<file path="config.mk">
export PLATFORM = sky130hd
export DESIGN_NAME = cfg_frame_loader
export DESIGN_NICKNAME = d
export VERILOG_FILES = /design/src/rtl/cfg_frame_loader.sv
export SDC_FILE = /design/constraint.sdc
export NUM_CORES = 1
export LEC_CHECK = 0
export ABC_CLOCK_PERIOD_IN_PS = 4600
export CAP_MARGIN = 10
export CELL_PAD_IN_SITES_DETAIL_PLACEMENT = 1
export CELL_PAD_IN_SITES_GLOBAL_PLACEMENT = 2
export CORE_ASPECT_RATIO = 1.75
export CORE_MARGIN = 5
export CORE_UTILIZATION = 36
export DETAILED_ROUTE_END_ITERATION = 10
export PLACE_DENSITY_LB_ADDON = 0.1
export SKIP_CTS_REPAIR_TIMING = 1
export SLEW_MARGIN = 20
export SYNTH_ARGS = -nofsm -noshare
export SYNTH_HDL_FRONTEND = slang
export SYNTH_SLANG_ARGS = --single-unit
</file>
<file path="constraint.sdc">
create_clock -name clk -period 4.6 [get_ports clk]
set_clock_uncertainty 0.2 [all_clocks]
set_input_delay 0.92 -clock clk [delete_from_list [all_inputs] [get_ports clk]]
set_output_delay 0.92 -clock clk [all_outputs]
set_load 0.05 [all_outputs]
</file>
<file path="src/rtl/cfg_frame_loader.sv">
// cfg_frame_loader: framed serial configuration loader.
// Receives start bit + 27 payload bits + trailer. The payload is held in a shadow register
// and copied atomically to the active outputs only after the trailer has been validated.
// A stalled frame aborts after TIMEOUT consecutive idle (en=0) cycles.
module cfg_frame_loader #(
  parameter int                   TRAILER_W = 5,
  parameter logic [TRAILER_W-1:0] TRAILER   = 5'b01010,
  parameter int                   TIMEOUT   = 64
) (
  input  logic       clk,
  input  logic       rst,
  input  logic       en,
  input  logic       serial_in,
  output logic       out_sel,
  output logic       clk_sel,
  output logic [4:0] jump1,
  output logic [4:0] jump2,
  output logic [4:0] jump3,
  output logic [4:0] jump4,
  output logic [4:0] jump5,
  output logic       finished,
  output logic       busy,
  output logic       cfg_err
);

  localparam int PAYLOAD_W = 27;
  localparam int CNT_W     = 5;
  localparam int TO_W      = $clog2(TIMEOUT + 1);

  typedef enum logic [1:0] {
    ST_IDLE,
    ST_PAYLOAD,
    ST_TRAILER,
    ST_COMMIT
  } state_t;

  state_t                 state_reg, state_next;
  logic [PAYLOAD_W-1:0]   shadow_reg, shadow_next;
  logic [PAYLOAD_W-1:0]   active_reg, active_next;
  logic [TRAILER_W-1:0]   trailer_reg, trailer_next;
  logic [CNT_W-1:0]       bit_cnt_reg, bit_cnt_next;
  logic [TO_W-1:0]        to_cnt_reg, to_cnt_next;
  logic                   finished_reg, finished_next;
  logic                   err_reg, err_next;

  // Trailer register with the current bit shifted in; the MSB of the wide
  // concatenation falls off so only the most recent TRAILER_W bits remain.
  logic [TRAILER_W:0]     trl_wide;
  logic [TRAILER_W-1:0]   trl_shift;

  assign trl_wide  = {trailer_reg, serial_in};
  assign trl_shift = trl_wide[TRAILER_W-1:0];

  // State and datapath registers, all cleared by reset.
  always_ff @(posedge clk) begin
    if (rst) begin
      state_reg    <= ST_IDLE;
      shadow_reg   <= '0;
      active_reg   <= '0;
      trailer_reg  <= '0;
      bit_cnt_reg  <= '0;
      to_cnt_reg   <= '0;
      finished_reg <= 1'b0;
      err_reg      <= 1'b0;
    end else begin
      state_reg    <= state_next;
      shadow_reg   <= shadow_next;
      active_reg   <= active_next;
      trailer_reg  <= trailer_next;
      bit_cnt_reg  <= bit_cnt_next;
      to_cnt_reg   <= to_cnt_next;
      finished_reg <= finished_next;
      err_reg      <= err_next;
    end
  end

  // Next-state logic: framing, trailer check, idle timeout and commit.
  always_comb begin
    state_next    = state_reg;
    shadow_next   = shadow_reg;
    active_next   = active_reg;
    trailer_next  = trailer_reg;
    bit_cnt_next  = bit_cnt_reg;
    to_cnt_next   = to_cnt_reg;
    finished_next = finished_reg;
    err_next      = err_reg;

    case (state_reg)
      ST_IDLE: begin
        // A qualified '1' is the start bit; qualified '0's are line idle.
        if (en && serial_in) begin
          state_next   = ST_PAYLOAD;
          bit_cnt_next = '0;
          to_cnt_next  = '0;
        end
      end

      ST_PAYLOAD, ST_TRAILER: begin
        if (!en) begin
          // Stalled mid-frame: abort once TIMEOUT idle cycles have accumulated.
          if (to_cnt_reg == TO_W'(TIMEOUT - 1)) begin
            err_next     = 1'b1;
            state_next   = ST_IDLE;
            to_cnt_next  = '0;
            bit_cnt_next = '0;
          end else begin
            to_cnt_next = to_cnt_reg + 1'b1;
          end
        end else begin
          to_cnt_next = '0;
          if (state_reg == ST_PAYLOAD) begin
            shadow_next = {shadow_reg[PAYLOAD_W-2:0], serial_in};
            if (bit_cnt_reg == CNT_W'(PAYLOAD_W - 1)) begin
              state_next   = ST_TRAILER;
              bit_cnt_next = '0;
            end else begin
              bit_cnt_next = bit_cnt_reg + 1'b1;
            end
          end else begin
            trailer_next = trl_shift;
            if (bit_cnt_reg == CNT_W'(TRAILER_W - 1)) begin
              bit_cnt_next = '0;
              if (trl_shift == TRAILER) begin
                state_next = ST_COMMIT;
              end else begin
                // Bad trailer: drop the shadow contents, keep live config.
                err_next   = 1'b1;
                state_next = ST_IDLE;
              end
            end else begin
              bit_cnt_next = bit_cnt_reg + 1'b1;
            end
          end
        end
      end

      ST_COMMIT: begin
        active_next   = shadow_reg;
        finished_next = 1'b1;
        err_next      = 1'b0;
        state_next    = ST_IDLE;
      end

      default: state_next = ST_IDLE;
    endcase
  end

  assign out_sel  = active_reg[26];
  assign clk_sel  = active_reg[25];
  assign jump1    = active_reg[24:20];
  assign jump2    = active_reg[19:15];
  assign jump3    = active_reg[14:10];
  assign jump4    = active_reg[9:5];
  assign jump5    = active_reg[4:0];
  assign finished = finished_reg;
  assign busy     = (state_reg != ST_IDLE);
  assign cfg_err  = err_reg;

endmodule

</file>
==> results of run 1 <==
[power by group through the flow]
| stage | Sequential (uW) | Clock [uW] | Combinational, uW |
|---|---|---|---|
| 4_1_cts | 655 | 776 | 181 |
| 3_5_place_dp | 669 | 0 | 180 |
| 6_report | 655 | 752 | 179 |
| 5_1_grt | 656 | 808 | 195 |
| 3_3_place_gp | 668 | 0 | 175 |
| 2_1_floorplan | 667 | 0 | 133 |
[worst paths after layout]
| path | end | slack (ns) | cells past startpoint |
|---|---|---|---|
| worst max-delay path | busy | 1.50 | 4 |
| worst min-delay path | shadow_reg[26] | 0.27 | 2 |
| worst max register to register | bit_cnt_reg[0] | 2.20 | 5 |
| worst min register to register | shadow_reg[26] | 0.27 | 2 |
[area by class of cell]
class                   count  area (um^2)  area share (%)
inverters                  10         37.5            1.01
well taps                  92          115            3.08
repair buffers             36          348            9.31
multi-input cells         242         1430            38.4
clock buffers              13          260            6.97
clock inverters             2         60.1            1.61
flip-flops and latches     74         1480            39.7
[per-stage QoR]
step,utilization [%],std cells,hold slack (ns),total power (uW)
floorplan,-,346,0.236,799
global placement,41.3,454,0.244,844
detailed placement,41.3,454,0.259,849
CTS,45.2,469,0.266,1610
global route,45.2,469,0.285,1660
finish,45.2,469,0.266,1590
[metal layers]
layer	share of wire (%)	up-vias
li1	-	1236
met1	41	1249
met2	54	37
met3	2.4	15
met4	2.7	0
met5	0	-
[cells in the mapped netlist (all sizes together), types with 2 or more instances]
cell and instances:
inv 10, nor2b 3, buf 14, nor3b 2, nand2 65, nand2b 2, nor3 3, xnor2 2
o21ai 9, nand4 5, mux2i 28, a21oi 38, nand3 9, clkbuf 6, nor2 38, dfxtp 74
a41oi 3, ha 7, a211oi 3, o32ai 2, o211ai 3, or3 4, and4 2
[worst register-to-register path: cells and delay by family (launching register included)]
kind,cells,cell delay (ns)
AOI/OAI and AO/OA,2,0.98
adders and majority gates,1,0.24
and+or+nand+nor,2,0.51
DFF,1,0.38
[cell families after synthesis]
logic type	Yosys count
compound gates	63
xor+xnor	2
fa+ha+maj	7
buf+inv	30
flops	74
mux	29
simple gates	141
==> results.ini, run 1 <==
[global_routing]
grt_max_degree=42
grt_pass1_vias=2720
grt_use_met1_pct=16.5
grtUsageMet3_pct=3.36
grt_usage_pct=15.8
antenna_found_initial=0
grt-ovfl-total=0
top_usage_layer=met2
grt_pass1_wl_um=13100
use_met2_pct=28.7

[logic_synthesis]
synth_fa_ha_area_share_pct=2.88
synthDistinctLibCells=45
synth.area.top_cells=dfxtp_1 49%, mux2i_1 9.2%, nand2_1 7.9%
synth_sequential_area_ratio_pct=48.7
async_flop_share_pct=0
synth-edff-count=0
yosys.area_share.simple_pct=21.3
yosysWarnings=0
synthFlopType=dfxtp_1
synth.area.mux_share_pct=9.58
synth_area_leader_cell=dfxtp_1
synth_top_family_by_area=simple AND/OR/NAND/NOR gates
synth_cells=346
synth-compound-area-share_pct=12.7
syn-cell-area_um2=3040
synth_area_per_cell_um2=8.79
synth_xor_area_share_pct=0.576
syn_nets=357
synth_top_area_share_pct=48.7
synth_seq_cells=74

[pwr]
power_density_nw_per_um2=425
p_comb_share_pct=11.3
ir_worst_vdd_uv=194
swShare_pct=24.3
pwr-share-seq_pct=41.3
leakage_uw=0.00123
internal-power_uw=1200
p_switching_uw=385
p_clk_share_pct=47.4

[hold_path]
min_path_type=flop to flop
hold_path.startpoint=shadow_reg[26]

[placement]
port-buffer-count=33
place_ws_ns=1.59
routabilityCongestion=0.822
hpwl_um=5260
dpl-instance-area_um2=3410

[finish]
area_growth_syn_to_layout_pct=22.7
fin_area_um2=3730
final_cell_mix=74 x dfxtp_1, 64 x nand2_1, 38 x a21oi_1
num-fill-cells=985
drive_gt1_share_pct=7.16
antennaDiodeCount=0
final_common_cell=dfxtp_1
nNetsFinal=384

[critical_path]
cp-end-kind=output port
slowest_stage=clkdlybuf4s50_1
crit_chain=inv_1, ha_1, inv_1, clkdlybuf4s50_1
critical_path.most_common_cell=inv_1
cp_slowest_stage_delay_ns=0.82
critPathKind=flop to output port
crit_fanout=4
crit_family=buffers and inverters
setup.worst_path.start=state_reg[0]
critical_path_buf_inv_count=3
worstPathArrival_ns=1.98
start_kind=flop
r2r-start=to_cnt_reg[0]
critPathRequiredTime_ns=3.48

[clock_tree]
clkTransAtPathRegs_ns=0.06
cts_tree=done
clk_latency_ns=0.32
htree_levels=3
cts_buffers=9
root_buffer=clkbuf_16
clockBufferDepth=2
cts.sinks=74

[timing]
rsz0062_at_grt=false
setup_tns_ns=0
layout_setup_ws_ns=1.50
fmax_mhz=322
slew_violations=0
setup_viol=0
hold_viol_final=0
finalCritPeriodShare_pct=67.5
tightest_slew_ns=0.966
maxSlewHeadroom_pct=35.6
finalCriticalPeriod_ns=3.10

[die]
floorplan.initialDensity_pct=36.8
num_rows=44
die_area_um2=10500
ios=34
coreArea_um2=8260
die_x_um=79.5
die_h_um=132

[outcome]
outcome=completed

[route]
wirelength_um=7830
vias_per_cell=5.41
wl_per_cell_um=16.7
first_iter_violations=49
firstDrtPassIters=4
route.vias.total=2537
drc=0
drtAntennaViolNets=0

[job]
drv_cap=0

(Power assumes the default switching activity.)
==> run 2, diff against run 1 <==
--- a/config.mk
+++ b/config.mk
@@ -5,13 +5,13 @@
 export SDC_FILE = /design/constraint.sdc
 export NUM_CORES = 1
 export LEC_CHECK = 0
-export ABC_CLOCK_PERIOD_IN_PS = 4600
+export ABC_CLOCK_PERIOD_IN_PS = 3050
 export CAP_MARGIN = 10
 export CELL_PAD_IN_SITES_DETAIL_PLACEMENT = 1
 export CELL_PAD_IN_SITES_GLOBAL_PLACEMENT = 2
 export CORE_ASPECT_RATIO = 1.75
 export CORE_MARGIN = 5
-export CORE_UTILIZATION = 36
+export CORE_UTILIZATION = 34
 export DETAILED_ROUTE_END_ITERATION = 10
 export PLACE_DENSITY_LB_ADDON = 0.1
 export SKIP_CTS_REPAIR_TIMING = 1
==> constraint.sdc (replaced) <==
create_clock -name clk -period 3.05 [get_ports clk]
set_clock_uncertainty 0.2 [all_clocks]
set_input_delay 0.61 -clock clk [delete_from_list [all_inputs] [get_ports clk]]
set_output_delay 0.61 -clock clk [all_outputs]
set_load 0.05 [all_outputs]
==> run 2 against run 1 <==
Net effect:
- wire length decreased by 3.6%
- first-iteration DRC count increased by 120%
- register-to-register slack worse by 1.5 ns
- non-clock buffer count is 2 higher
- largest cell class unchanged
- power increased by 43%
==> results.ini, run 2 (same netlist as run 1, synthesis figures left out) <==
[pwr]
p_switching_uw=588
internal-power_uw=1680
ir_worst_vdd_uv=311
leakage_uw=0.00123
p_comb_share_pct=11.5
power_density_nw_per_um2=606
pwr-share-seq_pct=43.5
swShare_pct=25.9
power.total_uw=2270
p_clk_share_pct=44.9

[finish]
final_cell_mix=74 x dfxtp_1, 64 x nand2_1, 38 x a21oi_1
utilization_pct=42.9
antennaDiodeCount=0
final_cells=497
drive_gt1_share_pct=8.16
final_common_cell=dfxtp_1
nNetsFinal=386
area_growth_syn_to_layout_pct=23.1

[critical_path]
critPathRequiredTime_ns=2.24
crit_family=buffers and inverters
cp-end-kind=output port
worstPathArrival_ns=1.95
reg2reg_slack_ns=0.75
crit_fanout=4
start_kind=flop
critical_path.most_common_cell=inv_1
cp_slowest_stage_delay_ns=0.81
critPathKind=flop to output port
crit_chain=inv_1, ha_1, inv_1, clkdlybuf4s50_1
critical_path_buf_inv_count=3
slowest_stage=clkdlybuf4s50_1

[route]
vias_per_cell=5.00
drtAntennaViolNets=0
wl_per_cell_um=15.2
first_iter_violations=109
drc=0
route.vias.total=2483
wirelength_um=7540
firstDrtPassIters=4

[die]
floorplan.initialDensity_pct=34.9
ios=34
die_area_um2=11000
num_rows=45
coreArea_um2=8730
die_x_um=81.5
die_h_um=135

[timing]
maxSlewHeadroom_pct=48.5
slew_violations=0
tightest_slew_ns=0.773
fmax_mhz=362
finalCriticalPeriod_ns=2.76
hold_viol_final=0
rsz0062_at_grt=false
setup_viol=0
whs_ns=0.264
finalCritPeriodShare_pct=90.6
setup_tns_ns=0

[global_routing]
grt_pass1_wl_um=12900
grt-ovfl-total=0
antenna_found_initial=0
grt_pass1_vias=2612
grt_max_degree=41
grt_usage_pct=15.0

[job]
drv_cap=0

[clock_tree]
clk_latency_ns=0.33
cts.sinks=74
clkTransAtPathRegs_ns=0.06
cts_tree=done
htree_levels=3
root_buffer=clkbuf_16
cts_buffers=9
clockBufferDepth=2

[hold_path]
min_path_type=flop to flop

[placement]
port-buffer-count=33
post-place-cells=481
hpwl_um=5100
routabilityCongestion=0.752

[outcome]
outcome=completed

## run 2: cell types whose count changed in the layout (fill, tap and decap cells not counted), sizes merged
cell      before  now
buf            4    6
clkbuf        13   10
bufinv         2    1
clkinv         0    4
clkinvlp       0    1
## run 2: path summary, 6_finish.rpt
path,from,endpoint,cells after the start
max,state_reg[0],busy,4
min,shadow_reg[26],shadow_reg[26],2
max reg2reg,state_reg[0],bit_cnt_reg[0],6
min reg2reg,shadow_reg[26],shadow_reg[26],2
## run 2: power by group through the flow
stage | Sequential (uW) | Clock [uW] | Combinational [uW]
floorplan | 1010 | 0 | 200
global placement | 1010 | 0 | 262
detailed placement | 1010 | 0 | 265
CTS | 987 | 1060 | 266
global route | 988 | 1100 | 291
finish | 988 | 1020 | 262
## run 2: worst reg2reg max path: stages, from the launching register on
cell and delay (ns):
dfxtp_1 0.38, inv_1 0.06, ha_1 0.52, nand2_2 0.19, a41oi_2 0.33, nand4_1 0.28, o31ai_1 0.25
## run 2: through the flow
| stage | cell area (um^2) | setup WS (ns) |
|---|---|---|
| 2_1_floorplan | 3040 | 1.06 |
| 3_3_place_gp | 3460 | 0.441 |
| 3_5_place_dp | 3460 | 0.386 |
| 4_1_cts | 3750 | 0.261 |
| 5_1_grt | 3750 | 0.197 |
| 6_report | 3750 | 0.287 |
## run 2: area by class of cell
type | instances | area [um^2]
Timing Repair Buffer | 38 | 363
Sequential cell | 74 | 1480
Inverter | 10 | 37.5
Multi-Input combinational cell | 242 | 1430
Clock buffer | 10 | 229
Tap cell | 117 | 146
Clock inverter | 6 | 57.6
Fill cell | 1023 | 4980
## run 2: routing by layer
| layer | global-route usage (%) | vias to the layer above | wire, um |
|---|---|---|---|
| li1 | - | 1236 | - |
| met1 | 17.2 | 1202 | 3210 |
| met2 | 26.0 | 33 | 3960 |
| met3 | 3.66 | 12 | 245 |
| met4 | 6.30 | 0 | 134 |
| met5 | 0 | - | 0 |
